--- src/rtl/conv_result_writer.sv ---
// conv_result_writer: buffers finished convolution results in a small FIFO,
// packs PACK results per output word (lane 0 in the low bits) and writes the
// words to consecutive addresses from a latched base. Filter and convolution
// end markers flush partial words with a lane mask. The run ends with a
// one-cycle done pulse once the word holding the final result is accepted.
module conv_result_writer #(
    parameter int DATA_W     = 8,
    parameter int PACK       = 4,
    parameter int ADDR_W     = 8,
    parameter int FIFO_DEPTH = 4
) (
    input  logic                   clk,
    input  logic                   rst_n,
    input  logic                   start,
    input  logic [ADDR_W-1:0]      base_addr,
    input  logic                   res_valid,
    input  logic [DATA_W-1:0]      res_data,
    input  logic                   res_fend,
    input  logic                   res_cend,
    output logic                   res_ready,
    output logic                   mem_wr_en,
    input  logic                   mem_ready,
    output logic [ADDR_W-1:0]      mem_addr,
    output logic [PACK*DATA_W-1:0] mem_wr_data,
    output logic [PACK-1:0]        mem_wr_mask,
    output logic [ADDR_W-1:0]      words_written,
    output logic                   done
);

    localparam int WORD_W  = PACK * DATA_W;
    localparam int LANE_W  = $clog2(PACK);
    localparam int PTR_W   = $clog2(FIFO_DEPTH);
    localparam int CNT_W   = PTR_W + 1;
    localparam int ENTRY_W = DATA_W + 2;

    typedef enum logic [1:0] {
        ST_IDLE = 2'd0,
        ST_RUN  = 2'd1,
        ST_DONE = 2'd2
    } state_e;

    state_e              state_q;
    logic [ENTRY_W-1:0]  fifo_q [FIFO_DEPTH];
    logic [PTR_W-1:0]    wr_ptr_q;
    logic [PTR_W-1:0]    rd_ptr_q;
    logic [CNT_W-1:0]    count_q;
    logic [CNT_W-1:0]    count_d;
    logic [LANE_W-1:0]   lane_q;
    logic [WORD_W-1:0]   stage_data_q;
    logic [WORD_W-1:0]   stage_data_d;
    logic [PACK-1:0]     stage_mask_q;
    logic [PACK-1:0]     stage_mask_d;
    logic                wr_en_q;
    logic                cend_q;
    logic                done_q;
    logic [ADDR_W-1:0]   addr_q;
    logic [ADDR_W-1:0]   words_q;
    logic [WORD_W-1:0]   data_q;
    logic [PACK-1:0]     mask_q;

    logic                fifo_full_s;
    logic                fifo_empty_s;
    logic                ready_s;
    logic                push_s;
    logic                pop_s;
    logic                accept_s;
    logic                word_done_s;
    logic [ENTRY_W-1:0]  head_s;
    logic [DATA_W-1:0]   head_data_s;
    logic                head_fend_s;
    logic                head_cend_s;

    // Handshake decisions and the staging word with the FIFO head merged in.
    always_comb begin
        fifo_full_s  = (count_q == CNT_W'(FIFO_DEPTH));
        fifo_empty_s = (count_q == {CNT_W{1'b0}});
        ready_s      = (state_q == ST_RUN) && !fifo_full_s;
        push_s       = res_valid && ready_s;
        accept_s     = wr_en_q && mem_ready;
        // A pending word carrying the end-of-convolution marker blocks further
        // pops so nothing can slip in behind the final word of the run.
        pop_s        = (state_q == ST_RUN) && !fifo_empty_s
                       && (!wr_en_q || mem_ready) && !(wr_en_q && cend_q);
        head_s       = fifo_q[rd_ptr_q];
        head_data_s  = head_s[ENTRY_W-1:2];
        head_fend_s  = head_s[1];
        head_cend_s  = head_s[0];
        stage_data_d = stage_data_q;
        stage_data_d[int'(lane_q)*DATA_W +: DATA_W] = head_data_s;
        stage_mask_d = stage_mask_q;
        stage_mask_d[lane_q] = 1'b1;
        word_done_s  = (lane_q == LANE_W'(PACK-1)) || head_fend_s || head_cend_s;
        count_d      = count_q + CNT_W'(push_s) - CNT_W'(pop_s);
    end

    // FIFO storage: {data, fend, cend} written at the write pointer on push.
    always_ff @(posedge clk or negedge rst_n) begin
        if (!rst_n) begin
            for (int i = 0; i < FIFO_DEPTH; i++) begin
                fifo_q[i] <= {ENTRY_W{1'b0}};
            end
        end else if (push_s) begin
            fifo_q[wr_ptr_q] <= {res_data, res_fend, res_cend};
        end
    end

    // Run control FSM with FIFO pointers, lane packing and registered write port.
    always_ff @(posedge clk or negedge rst_n) begin
        if (!rst_n) begin
            state_q      <= ST_IDLE;
            wr_ptr_q     <= {PTR_W{1'b0}};
            rd_ptr_q     <= {PTR_W{1'b0}};
            count_q      <= {CNT_W{1'b0}};
            lane_q       <= {LANE_W{1'b0}};
            stage_data_q <= {WORD_W{1'b0}};
            stage_mask_q <= {PACK{1'b0}};
            wr_en_q      <= 1'b0;
            cend_q       <= 1'b0;
            done_q       <= 1'b0;
            addr_q       <= {ADDR_W{1'b0}};
            words_q      <= {ADDR_W{1'b0}};
            data_q       <= {WORD_W{1'b0}};
            mask_q       <= {PACK{1'b0}};
        end else begin
            case (state_q)
                ST_IDLE: begin
                    if (start) begin
                        state_q      <= ST_RUN;
                        addr_q       <= base_addr;
                        words_q      <= {ADDR_W{1'b0}};
                        lane_q       <= {LANE_W{1'b0}};
                        stage_data_q <= {WORD_W{1'b0}};
                        stage_mask_q <= {PACK{1'b0}};
                        wr_ptr_q     <= {PTR_W{1'b0}};
                        rd_ptr_q     <= {PTR_W{1'b0}};
                        count_q      <= {CNT_W{1'b0}};
                        wr_en_q      <= 1'b0;
                        cend_q       <= 1'b0;
                    end
                end
                ST_RUN: begin
                    if (push_s) begin
                        wr_ptr_q <= wr_ptr_q + PTR_W'(1);
                    end
                    if (pop_s) begin
                        rd_ptr_q <= rd_ptr_q + PTR_W'(1);
                    end
                    count_q <= count_d;
                    if (accept_s) begin
                        addr_q  <= addr_q + ADDR_W'(1);
                        words_q <= words_q + ADDR_W'(1);
                    end
                    if (pop_s && word_done_s) begin
                        data_q       <= stage_data_d;
                        mask_q       <= stage_mask_d;
                        wr_en_q      <= 1'b1;
                        cend_q       <= head_cend_s;
                        lane_q       <= {LANE_W{1'b0}};
                        stage_data_q <= {WORD_W{1'b0}};
                        stage_mask_q <= {PACK{1'b0}};
                    end else begin
                        if (pop_s) begin
                            stage_data_q <= stage_data_d;
                            stage_mask_q <= stage_mask_d;
                            lane_q       <= lane_q + LANE_W'(1);
                        end
                        if (accept_s) begin
                            wr_en_q <= 1'b0;
                        end
                    end
                    if (accept_s && cend_q) begin
                        state_q <= ST_DONE;
                        done_q  <= 1'b1;
                    end
                end
                ST_DONE: begin
                    state_q <= ST_IDLE;
                    done_q  <= 1'b0;
                end
                default: begin
                    state_q <= ST_IDLE;
                    done_q  <= 1'b0;
                    wr_en_q <= 1'b0;
                end
            endcase
        end
    end

    assign res_ready     = ready_s;
    assign mem_wr_en     = wr_en_q;
    assign mem_addr      = addr_q;
    assign mem_wr_data   = data_q;
    assign mem_wr_mask   = mask_q;
    assign words_written = words_q;
    assign done          = done_q;

endmodule

--- config.mk ---
export PLATFORM = sky130hd
export DESIGN_NAME = conv_result_writer
export DESIGN_NICKNAME = d
export VERILOG_FILES = /design/src/rtl/conv_result_writer.sv
export SDC_FILE = /design/constraint.sdc
export NUM_CORES = 1
export LEC_CHECK = 0
export BUFFER_PORTS_ARGS = -buffer_cell sky130_fd_sc_hd__clkbuf_2
export CORE_MARGIN = 2
export CORE_UTILIZATION = 45
export DETAILED_ROUTE_END_ITERATION = 10
export PLACE_DENSITY = 0.61
export SETUP_SLACK_MARGIN = 0.5
export SKIP_LAST_GASP = 1
export SLEW_MARGIN = 10
export SYNTH_ARGS = -nofsm -noshare
export SYNTH_HDL_FRONTEND = slang
export SYNTH_SLANG_ARGS = --single-unit
--- constraint.sdc ---
create_clock -name clk -period 4.71 [get_ports clk]
set_clock_uncertainty 0.05 [all_clocks]
set_input_delay 0.942 -clock clk [delete_from_list [all_inputs] [get_ports clk]]
set_output_delay 0.942 -clock clk [all_outputs]
set_load 0.05 [all_outputs]
==> impl_metrics.csv <==
group,metric,value,unit
job,drv_cap,0,
route,drc_errors,0,
final_layout,insertedDiodeCount,0,
outcome,status,"finished clean",
timing,hold_viol_final,0,
cts,clock_path_buffers,2,
cts,post_cts_buffers,0,
global_routing,grt_pass1_vias,4551,
logic_synthesis,ys_seq_area_frac,0.520,
die,initial_core_util,0.455,
die,num_rows,45,
placement,place.gp.congestion,0.786,
cts,clk_latency,0.43,ns
timing,setup_ws,1.61,ns
timing,rsz0062_at_grt,"no",
global_routing,grt_pass1_wl,23700,um
placement,portBuffers,77,
timing,layout_worst_path_cycle_share,0.658,
final_layout,area_growth,17.0,%
logic_synthesis,ys_types,59,
global_routing,track_usage,0.190,
worst_setup_path,crit_start,"state_q[1]",
worst_setup_path,cp-start-kind,"flop",
global_routing,antenna_found_initial,0,
placement,post-place-ws,1.50,ns
die,die_height,127,um
worst_setup_path,path_class,"reg -> out",
final_layout,post-route-util,0.532,
logic_synthesis,synth_fp_nets,583,
die,core,15000,um^2
logic_synthesis,ys_warn_count,0,
global_routing,grt_start_max_net_pins,119,
cts,cts_tree,"yes",
worst_setup_path,slowest_delay,0.57,ns
cts,cts_resized,0,
route,viasPerCell,5.62,
placement,dpl.cell_count,789,
die,die_w,127,um
logic_synthesis,synth_ff_type,"dfrtp_1",
route,num_vias,4605,
route,ant_nets,0,
hold_path,hold_path.class,"reg -> reg",
timing,max_slew_margin,0.227,
cts,clock-root-buffer,"clkbuf_16",
final_layout,final_nets,659,
timing,period_minus_slack,3.10,ns
worst_setup_path,r2r_start,"rd_ptr_q[1]",
logic_synthesis,syn_inst,544,
route,post_drt_wl_per_cell,17.5,um
pwr,powerDensity,737,nW/um^2
logic_synthesis,ys_async_sr_fraction,1.00,
worst_setup_path,reg2reg_to,"mem_wr_data[14]",
final_layout,instances_no_fill,820,
worst_setup_path,critPathCapture,"res_ready",
route,drt_iter0_markers,210,
timing,setup_tns,0,ns
worst_setup_path,r2r_cells,5,
timing,setup_viol,0,
cts,cts_num_sinks,142,
cts,ctsHoldBuffers,0,
worst_setup_path,critPathArrivalTime,2.11,ns
worst_setup_path,worstPathCellList,"nand2b_1, a21oi_1, clkbuf_2",
cts,cts.reportedPaths.clkPinSlew,0.06,ns
worst_setup_path,worst-path-max-fanout,21,
logic_synthesis,syn_area_per_cell,12.6,um^2
timing,worst_pin_slew,1.16,ns
worst_setup_path,r2r_slack,1.65,ns
worst_setup_path,cp.required,3.72,ns
cts,htree_levels,4,
pwr,p_leak,3.66,nW
cts,cts_made_buffers,17,
global_routing,grt_overflow,0,
timing,maxSlewViolCount,0,
pwr,ir_worst_vdd,0.000341,V
final_layout,layout-drive-gt1-share,0.315,
placement,dp_hpwl,9930,um
logic_synthesis,ys_ff_latch,142,
die,io_pins,78,
timing,fmax,0.322,GHz
worst_setup_path,setup.worst_path.end_class,"output pin",
route,firstDrtPassIters,5,
logic_synthesis,synth_edf_count,0,
final_layout,design_area,7990,um^2
worst_setup_path,critPathSlowestCell,"nand2b_1",
placement,dpl-instance-area,7320,um^2
die,die_area,16200,um^2
route,wirelength,14400,um
logic_synthesis,syn-cell-area,6830,um^2
==> cell usage in the layout, fill, tap and decap left out, types with 3 or more instances in the layout <==
| master | instances |
|---|---|
| a22o_1 | 21 |
| ha_1 | 15 |
| clkbuf_16 | 17 |
| and2_1 | 3 |
| a21oi_1 | 13 |
| nor2b_1 | 5 |
| xnor2_1 | 5 |
| nor2_1 | 20 |
| buf_4 | 7 |
| mux2_2 | 49 |
| clkbuf_1 | 3 |
| mux2i_1 | 10 |
| mux2_4 | 25 |
| o31ai_1 | 3 |
| o21ai_0 | 30 |
| mux4_2 | 8 |
| nand3_1 | 9 |
| a2111oi_0 | 3 |
| a22oi_1 | 3 |
| a32o_1 | 16 |
| dfrtp_1 | 142 |
| o22ai_1 | 5 |
| bufinv_16 | 6 |
| a41oi_1 | 3 |
| o2bb2ai_1 | 17 |
| nand2b_1 | 5 |
| and3_1 | 4 |
| clkbuf_2 | 76 |
| a211oi_1 | 3 |
| inv_1 | 29 |
| nand2_1 | 33 |
==> where the power goes <==
part / internal (mW) / switching [mW]
registers: 1.57 / 0.295
clock network: 1.02 / 0.500
logic: 0.909 / 1.59
==> cells in the mapped netlist, drive strengths merged (4+ instances only) <==
cell type	count	area [um^2]
dfrtp	142	3550
mux2	74	927
nand2	33	124
o21ai	30	150
inv	29	109
a22o	21	184
nor2	20	75.1
o2bb2ai	17	149
a32o	16	160
buf	16	148
ha	15	188
a21oi	14	81.3
clkbuf	11	43.8
mux2i	10	100
nand3	9	45.0
mux4	8	180
nand2b	5	31.3
nor2b	5	31.3
o22ai	5	31.3
xnor2	5	43.8
a211oi	4	35.0
and3	4	25.0
==> layer usage <==
layer,part of all wire,GRT usage
met5,0,0
met4,0.013,0.0608
met3,0.036,0.0515
met2,0.49,0.301
met1,0.46,0.256
==> state kept, by name (all words and copies together) (netlist names), 2 cells and up <==
register	count
rd_ptr_q	2
mem_addr	8
wr_ptr_q	2
mem_wr_data	32
lane_q	2
count_q	3
stage_mask_q	4
stage_data_q	32
fifo_q	40
state_q	2
words_written	8
mem_wr_mask	4
==> final cells by class <==
class / instances / area [um^2]
Inverter: 31 / 116
Fill cell: 1329 / 7040
Timing Repair Buffer: 84 / 444
Tap cell: 188 / 235
Clock inverter: 9 / 206
Multi-Input combinational cell: 344 / 2970
Sequential cell: 142 / 3550
Clock buffer: 22 / 464
==> how the worst min path moves through the flow <==
stage | start | endpoint | slack [ns] | cells past startpoint
floorplan | stage_data_q[23] | stage_data_q[23] | 0.42 | 1
global placement | stage_data_q[30] | stage_data_q[30] | 0.42 | 1
detailed placement | stage_data_q[17] | stage_data_q[17] | 0.43 | 1
CTS | stage_data_q[30] | stage_data_q[30] | 0.45 | 1
global route | stage_data_q[19] | stage_data_q[19] | 0.46 | 1
finish | stage_data_q[30] | stage_data_q[30] | 0.44 | 1
==> metrics by stage <==
step                      total power [mW]  hold slack [ns]
final                                 5.89            0.443
after global routing                  6.26            0.462
after CTS                             5.94            0.448
after detailed placement              4.39            0.434
after global placement                4.30            0.425
after floorplan                       3.86            0.416
==> kinds of logic (layout without fill, tap and decap cells) <==
family                     count (synthesis)  after routing  synth area share
adders and majority gates                 16             16            0.0304
DFF                                      142            142             0.520
muxes                                     92             92             0.177
and+or+nand+nor                           94             94            0.0690
xor gates and xnor gates                   6              6           0.00769
buffers and inverters                     58            146            0.0450
AOI/OAI and AO/OA                        136            136             0.151
==> critical path, delay by kind of cell, from the launching register on <==
kind            cells  cell delay [ns]
simple gates        1             0.57
flops               1             0.49
compound gates      1             0.31
buf+inv             1             0.31
Power figures use the tool's default switching activity.
